File: src/rtl/ihm_pwm_ctrl.sv
`timescale 1ns/1ps
// Operator-interface motor controller: synchronised switches, RUN/BRAKE/STANDBY FSM, PWM drive and 7-seg readout.
// Optional feature: define IHM_SOFTSTART_EN to ramp the applied duty by one level per PWM period.
module ihm_pwm_ctrl #(
  parameter int PWM_WIDTH   = 8,
  parameter int LEVELS      = 9,
  parameter int START_LEVEL = 5
) (
  input  logic       clk,
  input  logic       rst,
  input  logic       swt_start_stop,
  input  logic       swt_increase,
  input  logic       swt_decrease,
  output logic       motor_pwm,
  output logic       motor_running,
  output logic [3:0] level,
  output logic [6:0] display
);

  localparam int unsigned            STEP        = ((2 ** PWM_WIDTH) - 1) / LEVELS;
  localparam logic [3:0]             LEVEL_MAX   = 4'(LEVELS);
  localparam logic [3:0]             LEVEL_START = 4'(START_LEVEL);
  localparam logic [PWM_WIDTH-1:0]   CNT_MAX     = '1;
  localparam logic [PWM_WIDTH+3:0]   STEP_W      = (PWM_WIDTH + 4)'(STEP);

  typedef enum logic [1:0] {STANDBY, RUN, BRAKE} state_e;

  state_e               state_q;
  logic [3:0]           level_q;
  logic                 running_q;
  logic [1:0]           startSync_q;
  logic [2:0]           incSync_q;
  logic [2:0]           decSync_q;
  logic [PWM_WIDTH-1:0] cnt_q;
  logic [3:0]           duty_q;
  logic [3:0]           duty_d;
  logic                 pwm_q;
  logic                 pwm_d;
  logic [6:0]           display_q;
  logic [6:0]           display_d;
  logic [PWM_WIDTH+3:0] thresh;
  logic                 startS;
  logic                 incS;
  logic                 decS;
  logic                 incEdge;
  logic                 decEdge;

  assign startS  = startSync_q[1];
  assign incS    = incSync_q[1];
  assign decS    = decSync_q[1];
  assign incEdge = incSync_q[1] & ~incSync_q[2];
  assign decEdge = decSync_q[1] & ~decSync_q[2];

  always_ff @(posedge clk or posedge rst) begin
    if (rst) begin
      startSync_q <= '0;
      incSync_q   <= '0;
      decSync_q   <= '0;
    end else begin
      startSync_q <= {startSync_q[0], swt_start_stop};
      incSync_q   <= {incSync_q[1:0], swt_increase};
      decSync_q   <= {decSync_q[1:0], swt_decrease};
    end
  end

  // Stop outranks everything, so edges coinciding with a stop or arriving in BRAKE are dropped.
  always_ff @(posedge clk or posedge rst) begin
    if (rst) begin
      state_q   <= STANDBY;
      level_q   <= '0;
      running_q <= 1'b0;
    end else begin
      case (state_q)
        STANDBY: begin
          if (startS) begin
            state_q   <= RUN;
            level_q   <= LEVEL_START;
            running_q <= 1'b1;
          end
        end
        RUN: begin
          if (!startS) begin
            state_q   <= STANDBY;
            level_q   <= '0;
            running_q <= 1'b0;
          end else if (incS && decS) begin
            state_q <= BRAKE;
          end else if (incEdge && !decS) begin
            if (level_q < LEVEL_MAX) level_q <= level_q + 4'd1;
          end else if (decEdge && !incS) begin
            if (level_q != 4'd0) level_q <= level_q - 4'd1;
          end
        end
        BRAKE: begin
          if (!startS) begin
            state_q   <= STANDBY;
            level_q   <= '0;
            running_q <= 1'b0;
          end else if (!(incS && decS)) begin
            state_q <= RUN;
          end
        end
        default: begin
          state_q   <= STANDBY;
          level_q   <= '0;
          running_q <= 1'b0;
        end
      endcase
    end
  end

  always_comb begin
    duty_d = level_q;
`ifdef IHM_SOFTSTART_EN
    if (state_q == STANDBY) duty_d = '0;
    else if (duty_q < level_q) duty_d = duty_q + 4'd1;
`endif
  end

  // Full-scale level bypasses the compare so the drive stays high across the wrap.
  assign thresh = {{PWM_WIDTH{1'b0}}, duty_q} * STEP_W;
  assign pwm_d  = (state_q == RUN) &&
                  ((duty_q == LEVEL_MAX) || ({4'b0000, cnt_q} < thresh));

  always_ff @(posedge clk or posedge rst) begin
    if (rst) begin
      cnt_q  <= '0;
      duty_q <= '0;
      pwm_q  <= 1'b0;
    end else begin
      cnt_q <= cnt_q + 1'b1;
      pwm_q <= pwm_d;
      if (cnt_q == CNT_MAX) duty_q <= duty_d;
    end
  end

  always_comb begin
    display_d = 7'b0111111;
    case (level_q)
      4'd0: display_d = 7'b1000000;
      4'd1: display_d = 7'b1111001;
      4'd2: display_d = 7'b0100100;
      4'd3: display_d = 7'b0110000;
      4'd4: display_d = 7'b0011001;
      4'd5: display_d = 7'b0010010;
      4'd6: display_d = 7'b0000010;
      4'd7: display_d = 7'b1111000;
      4'd8: display_d = 7'b0000000;
      4'd9: display_d = 7'b0010000;
      default: display_d = 7'b0111111;
    endcase
  end

  always_ff @(posedge clk or posedge rst) begin
    if (rst) display_q <= 7'b1000000;
    else     display_q <= display_d;
  end

  assign motor_pwm     = pwm_q;
  assign motor_running = running_q;
  assign level         = level_q;
  assign display       = display_q;

endmodule

File: config.mk
export PLATFORM = sky130hd
export DESIGN_NAME = ihm_pwm_ctrl
export DESIGN_NICKNAME = d
export VERILOG_FILES = /design/src/rtl/ihm_pwm_ctrl.sv
export SDC_FILE = /design/constraint.sdc
export NUM_CORES = 1
export LEC_CHECK = 0
export ABC_AREA = 1
export ABC_CLOCK_PERIOD_IN_PS = 3400
export CORE_MARGIN = 4
export CORE_UTILIZATION = 55
export CTS_BUF_LIST = sky130_fd_sc_hd__clkbuf_16
export DETAILED_ROUTE_END_ITERATION = 8
export PLACE_DENSITY = 0.88
export SLEW_MARGIN = 10
export SYNTH_ARGS = -nofsm -noshare
export SYNTH_HDL_FRONTEND = slang
export SYNTH_SLANG_ARGS = --single-unit
File: constraint.sdc
create_clock -name clk -period 3.4 [get_ports clk]
set_input_delay 0.34 -clock clk [delete_from_list [all_inputs] [get_ports clk]]
set_output_delay 0.34 -clock clk [all_outputs]
set_load 0.03 [all_outputs]
After elaboration in Yosys (flattened, before gate mapping)
Memories as Yosys holds them, arrays and structs flattened. A register that Yosys moved wholly into a read port is not among the register bits.
Cells that the tools add are included.
{ "op_classes": {"addsub": 3, "n_mul": 1, "order_cmp": 2, "eq_ne": 13, "muxes": 18, "n_bitwise": 4, "reduce_logical": 13} }
{ "op_table": {"columns": ["operator", "count"], "rows": [
  ["4-bit 2-to-1 mux", 8],
  ["4-bit inequality test, second input constant", 3],
  ["4-bit one-hot mux with 3 select lines", 1],
  ["2-bit 2-to-1 mux", 5],
  ["8-bit by 9-bit less-than comparator with 1-bit output", 1],
  ["3-bit inequality test, second input constant", 3],
  ["8-bit by 1-bit adder with 8-bit output, second input constant", 1],
  ["8-bit == test, second input constant", 1],
  ["4-bit by 3-bit multiplier with 7-bit output, second input constant", 1],
  ["2-bit inequality test, second input constant", 3],
  ["2-bit one-hot mux with 3 select lines", 1],
  ["6-bit AND reduction", 1],
  ["4-bit by 1-bit adder with 4-bit output, second input constant", 1],
  ["4-bit == test, second input constant", 1],
  ["1-bit logical AND", 4],
  ["4-bit less-than comparator, second input constant", 1],
  ["4-bit nonzero test", 1],
  ["4-bit by 1-bit subtractor with 4-bit output, second input constant", 1],
  ["3-bit AND reduction", 1],
  ["1-bit AND", 2],
  ["2-bit by 1-bit == test with 1-bit output, second input constant", 1],
  ["2-bit == test, second input constant", 1],
  ["1-bit logical NOT", 2],
  ["2-bit logical NOT", 1],
  ["other kinds (6)", 8]
]} }
{ "totals": {"register_bits": 28, "romBits": 112, "out_inout_bits": 13, "elab_cells": 64, "memories": 1} }
{ "memory_table": {"columns": ["memory", "depth", "word_bits", "rd", "rd_ports_with_merged_regs", "wr", "line", "text"], "rows": [
  ["(name not given)", 16, 7, 1, 1, 0, "139", "case (level_q)"]
]} }

Longest topological paths before layout
{ "logic_depth": {"ltp_word": 8, "depth_mapped": 12, "depth_no_buf": 12} }

Worst setup path after synthesis
Ideal clock, no wire load.
{ "synth_timing": {"path_type": "register -> register", "startpoint": "reg duty_q[1]", "endpoint": "reg pwm_q, in the netlist motor_pwm", "t_arrival_ns": 2.372, "required_ns": 3.316, "path_slack_ns": 0.944, "stages_incl_launch_ff": 12, "path_buffers": 0, "cell_sequence": "dfrtp_1 > fa_1 > ha_1 > a21oi_1 > nor2_1 > nor2_1 > xor2_1 > ha_1 > and3_1 > nand3_1 > nand2_1 > a21boi_0"} }
{ "synth_via": {"elab_chain_len": 4} }
{ "synth_rtl": {"columns": ["item", "line", "text"], "rows": [
  ["start: declaration", "35", "logic [3:0] duty_q;"],
  ["start signal: assignment", "133", "if (cnt_q == CNT_MAX) duty_q <= duty_d;"],
  ["4-bit by 3-bit multiplier with 7-bit output", "121", "assign thresh = {{PWM_WIDTH{1'b0}}, duty_q} * STEP_W;"],
  ["8-bit by 9-bit less-than comparator with 1-bit output", "123", "((duty_q == LEVEL_MAX) || ({4'b0000, cnt_q} < thresh));"],
  ["1-bit logical OR *", "123", null],
  ["1-bit logical AND *", "122", "assign pwm_d = (state_q == RUN) &&"],
  ["named net pwm_d", "38", "logic pwm_d;"],
  ["end signal: assignment", "132", "pwm_q <= pwm_d;"],
  ["end: declaration", "37", "logic pwm_q;"]
]} }
Mark *: on every way through the listed nets, which the timed path passes. The rest lies on a longest branch.
A chain may end at the register's enable or synchronous reset.

Worst setup path after layout
Ends and elaborated chain as after synthesis.

==> impl.org <==
** Clocking
- Clock tree synthesis selected as its root buffer the cell sky130_fd_sc_hd__clkbuf_16.
- # H-tree levels :: 2
- TritonCTS clock tree :: done
- For this design, the CTS-stage hold fixing added 0 buffers.
- Post-CTS timing repair inserted 0 buffers for setup.
- Number of buffers created by CTS :: 5
- Clock transition at the registers of the reported paths :: 50 ps
- The number of gates resized after CTS was 0.
- Number of buffers on the longest clock path :: 2
- For this design, the sink count on the clock tree is 35.
- At the later pin of the worst-skew pair, clock insertion delay measures 280 ps.

** GRT
- Global router's overall resource usage :: 17.9%
- The first global-routing pass estimated 6020 um of wire.
- Number of global-route vias before repair :: 1,353
- Largest net degree at the start of global routing :: 36
- For this run the aggregate overflow at the end of global routing stands at 0.
- The number of antenna violations at the first check in global routing was 0.

** Timing
- Post-route clock skew :: 3.45 ps
- Final Critical Period :: 2630 ps
- At the pin with the least slew margin, the transition time is 421 ps.
- Worst setup margin :: 770 ps
- Derived from the worst setup path, the maximum achievable clock frequency is 380 MHz.
- Adding up every negative setup slack in the final design gives 0 ps.
- After layout, the worst path uses 77.4% of the clock period.
- Setup repair after global routing left no endpoint under its margin.
- Number of endpoints with negative hold slack in the final report :: 0
- Setup violations remaining at the end of the flow were counted as 0.
- Headroom to the max-slew limit came out at 71.6%.
- Pins Over Slew Limit :: 0

** Drt
- For this run, design rule violations remaining after detail routing come to 0.
- Remaining antenna violation count :: 0
- Detailed Route Iter0 Violations :: 102
- Dividing the detail-routed via count by the number of cells gives 4.97.
- Routed Wire Length :: 3330 um
- For this run, the detailed router's first-pass iteration total came to 4.
- Wirelength per Cell :: 12.0 um
- Vias post-DR :: 1,378

** Synthesis
- Synthesized netlist net count :: 239
- After synthesis the cells add up to 1940 um^2.
- In this run, synthesis produced a sequential element count of 35.
- In this run, distinct cell masters in the synthesized netlist total 23.
- Yosys printed 0 warnings.
- After technology mapping, the gate count stands at 205.
- A synthesized cell averages 9.48 um^2.
- Sequential share of the synthesized area :: 45.1%

** Cells and area
- The library cell used most frequently in the layout, excluding fill and tap cells, is sky130_fd_sc_hd__nand2_1.
- Layout cells sized above 1 :: 7.36%
- Highest-count cells in the layout ignoring fill and taps :: 42 x sky130_fd_sc_hd__nand2_1, 34 x sky130_fd_sc_hd__dfrtp_1, 27 x sky130_fd_sc_hd__inv_1
- Relative to the synthesized area, the layout overhead comes to 19.3%.
- The number of antenna diodes in the final layout is 0.
- Post-layout util :: 68.9%
- Non-filler instance count after layout :: 277
- Net count reported at finish :: 264

** Floorplanning
- The initialized floorplan defines 21 standard-cell rows.
- Die Height :: 67.4 um
- After floorplanning, the core was sized to cover 3360 um^2.
- I/O Pins :: 18
- Initial core utilization :: 57.8%
- The die is 67.4 um wide.
- The floorplan step defined a die boundary enclosing 4550 um^2.

** Critical path
- Kind of end point of the critical path :: register
- For the worst setup path, the data required time is 3590 ps.
- The endpoint identified for the worst register-to-register timing path is motor_pwm.
- Along the worst path, the maximum fanout reaches 6.
- Crit path kind :: register to register
- At the worst endpoint, the arrival time is 2820 ps.
- Crit path launch :: duty_q[1]
- Worst reg-to-reg setup slack :: 770 ps
- STA classifies the critical path startpoint as a register.
- Startpoint of the worst-slack reg-to-reg timing path :: duty_q[1]
- Counting cells, the worst reg-to-reg path comes to 12.

** Run
- Across the run, the number of max-cap violations was 0.

** Power
- In this run the static leakage power is 0.00116 uW.
- Power per standard cell area :: 761 nW/um^2
- The worst-case IR drop observed on VDD is 0.414 mV.

** Place
- In this run, placement finished with an instance count of 269.
- Routability-driven placement congestion ratio :: 0.790
- Port Buffers :: 17
- Post-Place Worst Slack :: 769 ps
- Summed over all nets, the half-perimeter wirelength after detailed placement is 2440 um.

** Outcome
- Result of the run :: completed

** Worst hold path
- The worst hold path passes through 0 cells.
- The worst hold path belongs to the class register to register.
- In this run the most critical hold path is launched from incSync_q[0].
- The path with the worst hold slack has its endpoint at incSync_q[1].
-- Yosys cell counts --
cell type | n | area share, %
sky130_fd_sc_hd__nand2_4 | 1 | 0.58
sky130_fd_sc_hd__a21boi_0 | 1 | 0.39
sky130_fd_sc_hd__dfrtp_1 | 34 | 44
sky130_fd_sc_hd__nor2_1 | 14 | 2.7
sky130_fd_sc_hd__nand3_2 | 2 | 1.0
sky130_fd_sc_hd__xor2_1 | 5 | 2.3
sky130_fd_sc_hd__and3_1 | 1 | 0.32
sky130_fd_sc_hd__o21ai_0 | 16 | 4.1
sky130_fd_sc_hd__o31ai_1 | 1 | 0.39
sky130_fd_sc_hd__nand2_1 | 42 | 8.1
sky130_fd_sc_hd__nand4_1 | 2 | 0.64
sky130_fd_sc_hd__nand4_2 | 1 | 0.64
sky130_fd_sc_hd__nand2_2 | 1 | 0.32
sky130_fd_sc_hd__nor3_1 | 1 | 0.26
sky130_fd_sc_hd__ha_1 | 24 | 15
sky130_fd_sc_hd__o21bai_1 | 1 | 0.39
sky130_fd_sc_hd__dfstp_2 | 1 | 1.4
sky130_fd_sc_hd__inv_2 | 2 | 0.39
sky130_fd_sc_hd__inv_1 | 27 | 5.2
sky130_fd_sc_hd__nand3_1 | 10 | 2.6
sky130_fd_sc_hd__fa_1 | 5 | 5.2
sky130_fd_sc_hd__xnor2_1 | 3 | 1.4
sky130_fd_sc_hd__a21oi_1 | 10 | 2.6
-- cells by family after synthesis --
group,Yosys count,synth area share (%)
XOR/XNOR,8,3.61
AO/OA/AOI/OAI,29,7.86
adder cells (fa/ha/maj),29,20.6
buffers and inverters,29,5.60
AND/OR/NAND/NOR,75,17.2
flip-flops,35,45.1
-- critical path, stage by stage (launching register included) --
cell and delay, ps:
sky130_fd_sc_hd__dfrtp_1 470, sky130_fd_sc_hd__fa_1 560, sky130_fd_sc_hd__ha_1 310, sky130_fd_sc_hd__a21oi_1 130
sky130_fd_sc_hd__nor2_1 50, sky130_fd_sc_hd__nor2_1 110, sky130_fd_sc_hd__xor2_1 160, sky130_fd_sc_hd__ha_1 270
sky130_fd_sc_hd__a21oi_1 160, sky130_fd_sc_hd__nand2_1 70, sky130_fd_sc_hd__nand2_1 60, sky130_fd_sc_hd__nand2_1 50
sky130_fd_sc_hd__a21boi_0 150
-- state kept, by name, indices dropped and copies added (netlist names) --
name	flops
cnt_q	8
decSync_q	3
display	7
duty_q	4
incSync_q	3
level	4
motor_pwm	1
motor_running	1
startSync_q	2
state_q	2
-- worst max path at each step --
stage	to	slack (ps)	cells after the start
after floorplan	motor_pwm	940	11
after global placement	motor_pwm	880	11
after detailed placement	motor_pwm	770	12
after CTS	motor_pwm	770	12
after global routing	motor_pwm	570	12
final	motor_pwm	770	12
-- through the flow --
step                      total power (uW)  hold slack, ps  area, um^2
after CTS                             1780             355        2320
after floorplan                       1090             331        1940
after detailed placement              1340             338        2180
final                                 1760             353        2320
after global placement                1310             335        2180
after global routing                  1910             358        2320
-- metal layers --
| layer | up-vias | global-route usage, % | routed length [um] |
|---|---|---|---|
| met5 | - | 0 | 0 |
| met1 | 636 | 23.5 | 1510 |
| li1 | 706 | - | - |
| met2 | 32 | 28.5 | 1610 |
| met3 | 4 | 4.49 | 151 |
| met4 | 0 | 6.84 | 51 |
-- where the power goes --
group,internal [uW],total [uW],switching (uW)
logic,285,738,452
registers,513,600,86.5
clock network,267,427,161
total,1070,1760,699
-- final cells by class --
class | count | area [um^2]
Clock inverter | 3 | 15.0
Timing Repair Buffer | 18 | 178
Fill cell | 281 | 1040
Sequential cell | 35 | 877
Tap cell | 46 | 57.6
Multi-Input combinational cell | 141 | 957
Clock buffer | 5 | 125
Inverter | 29 | 109
Note: power is estimated with default switching activity, not from simulation.
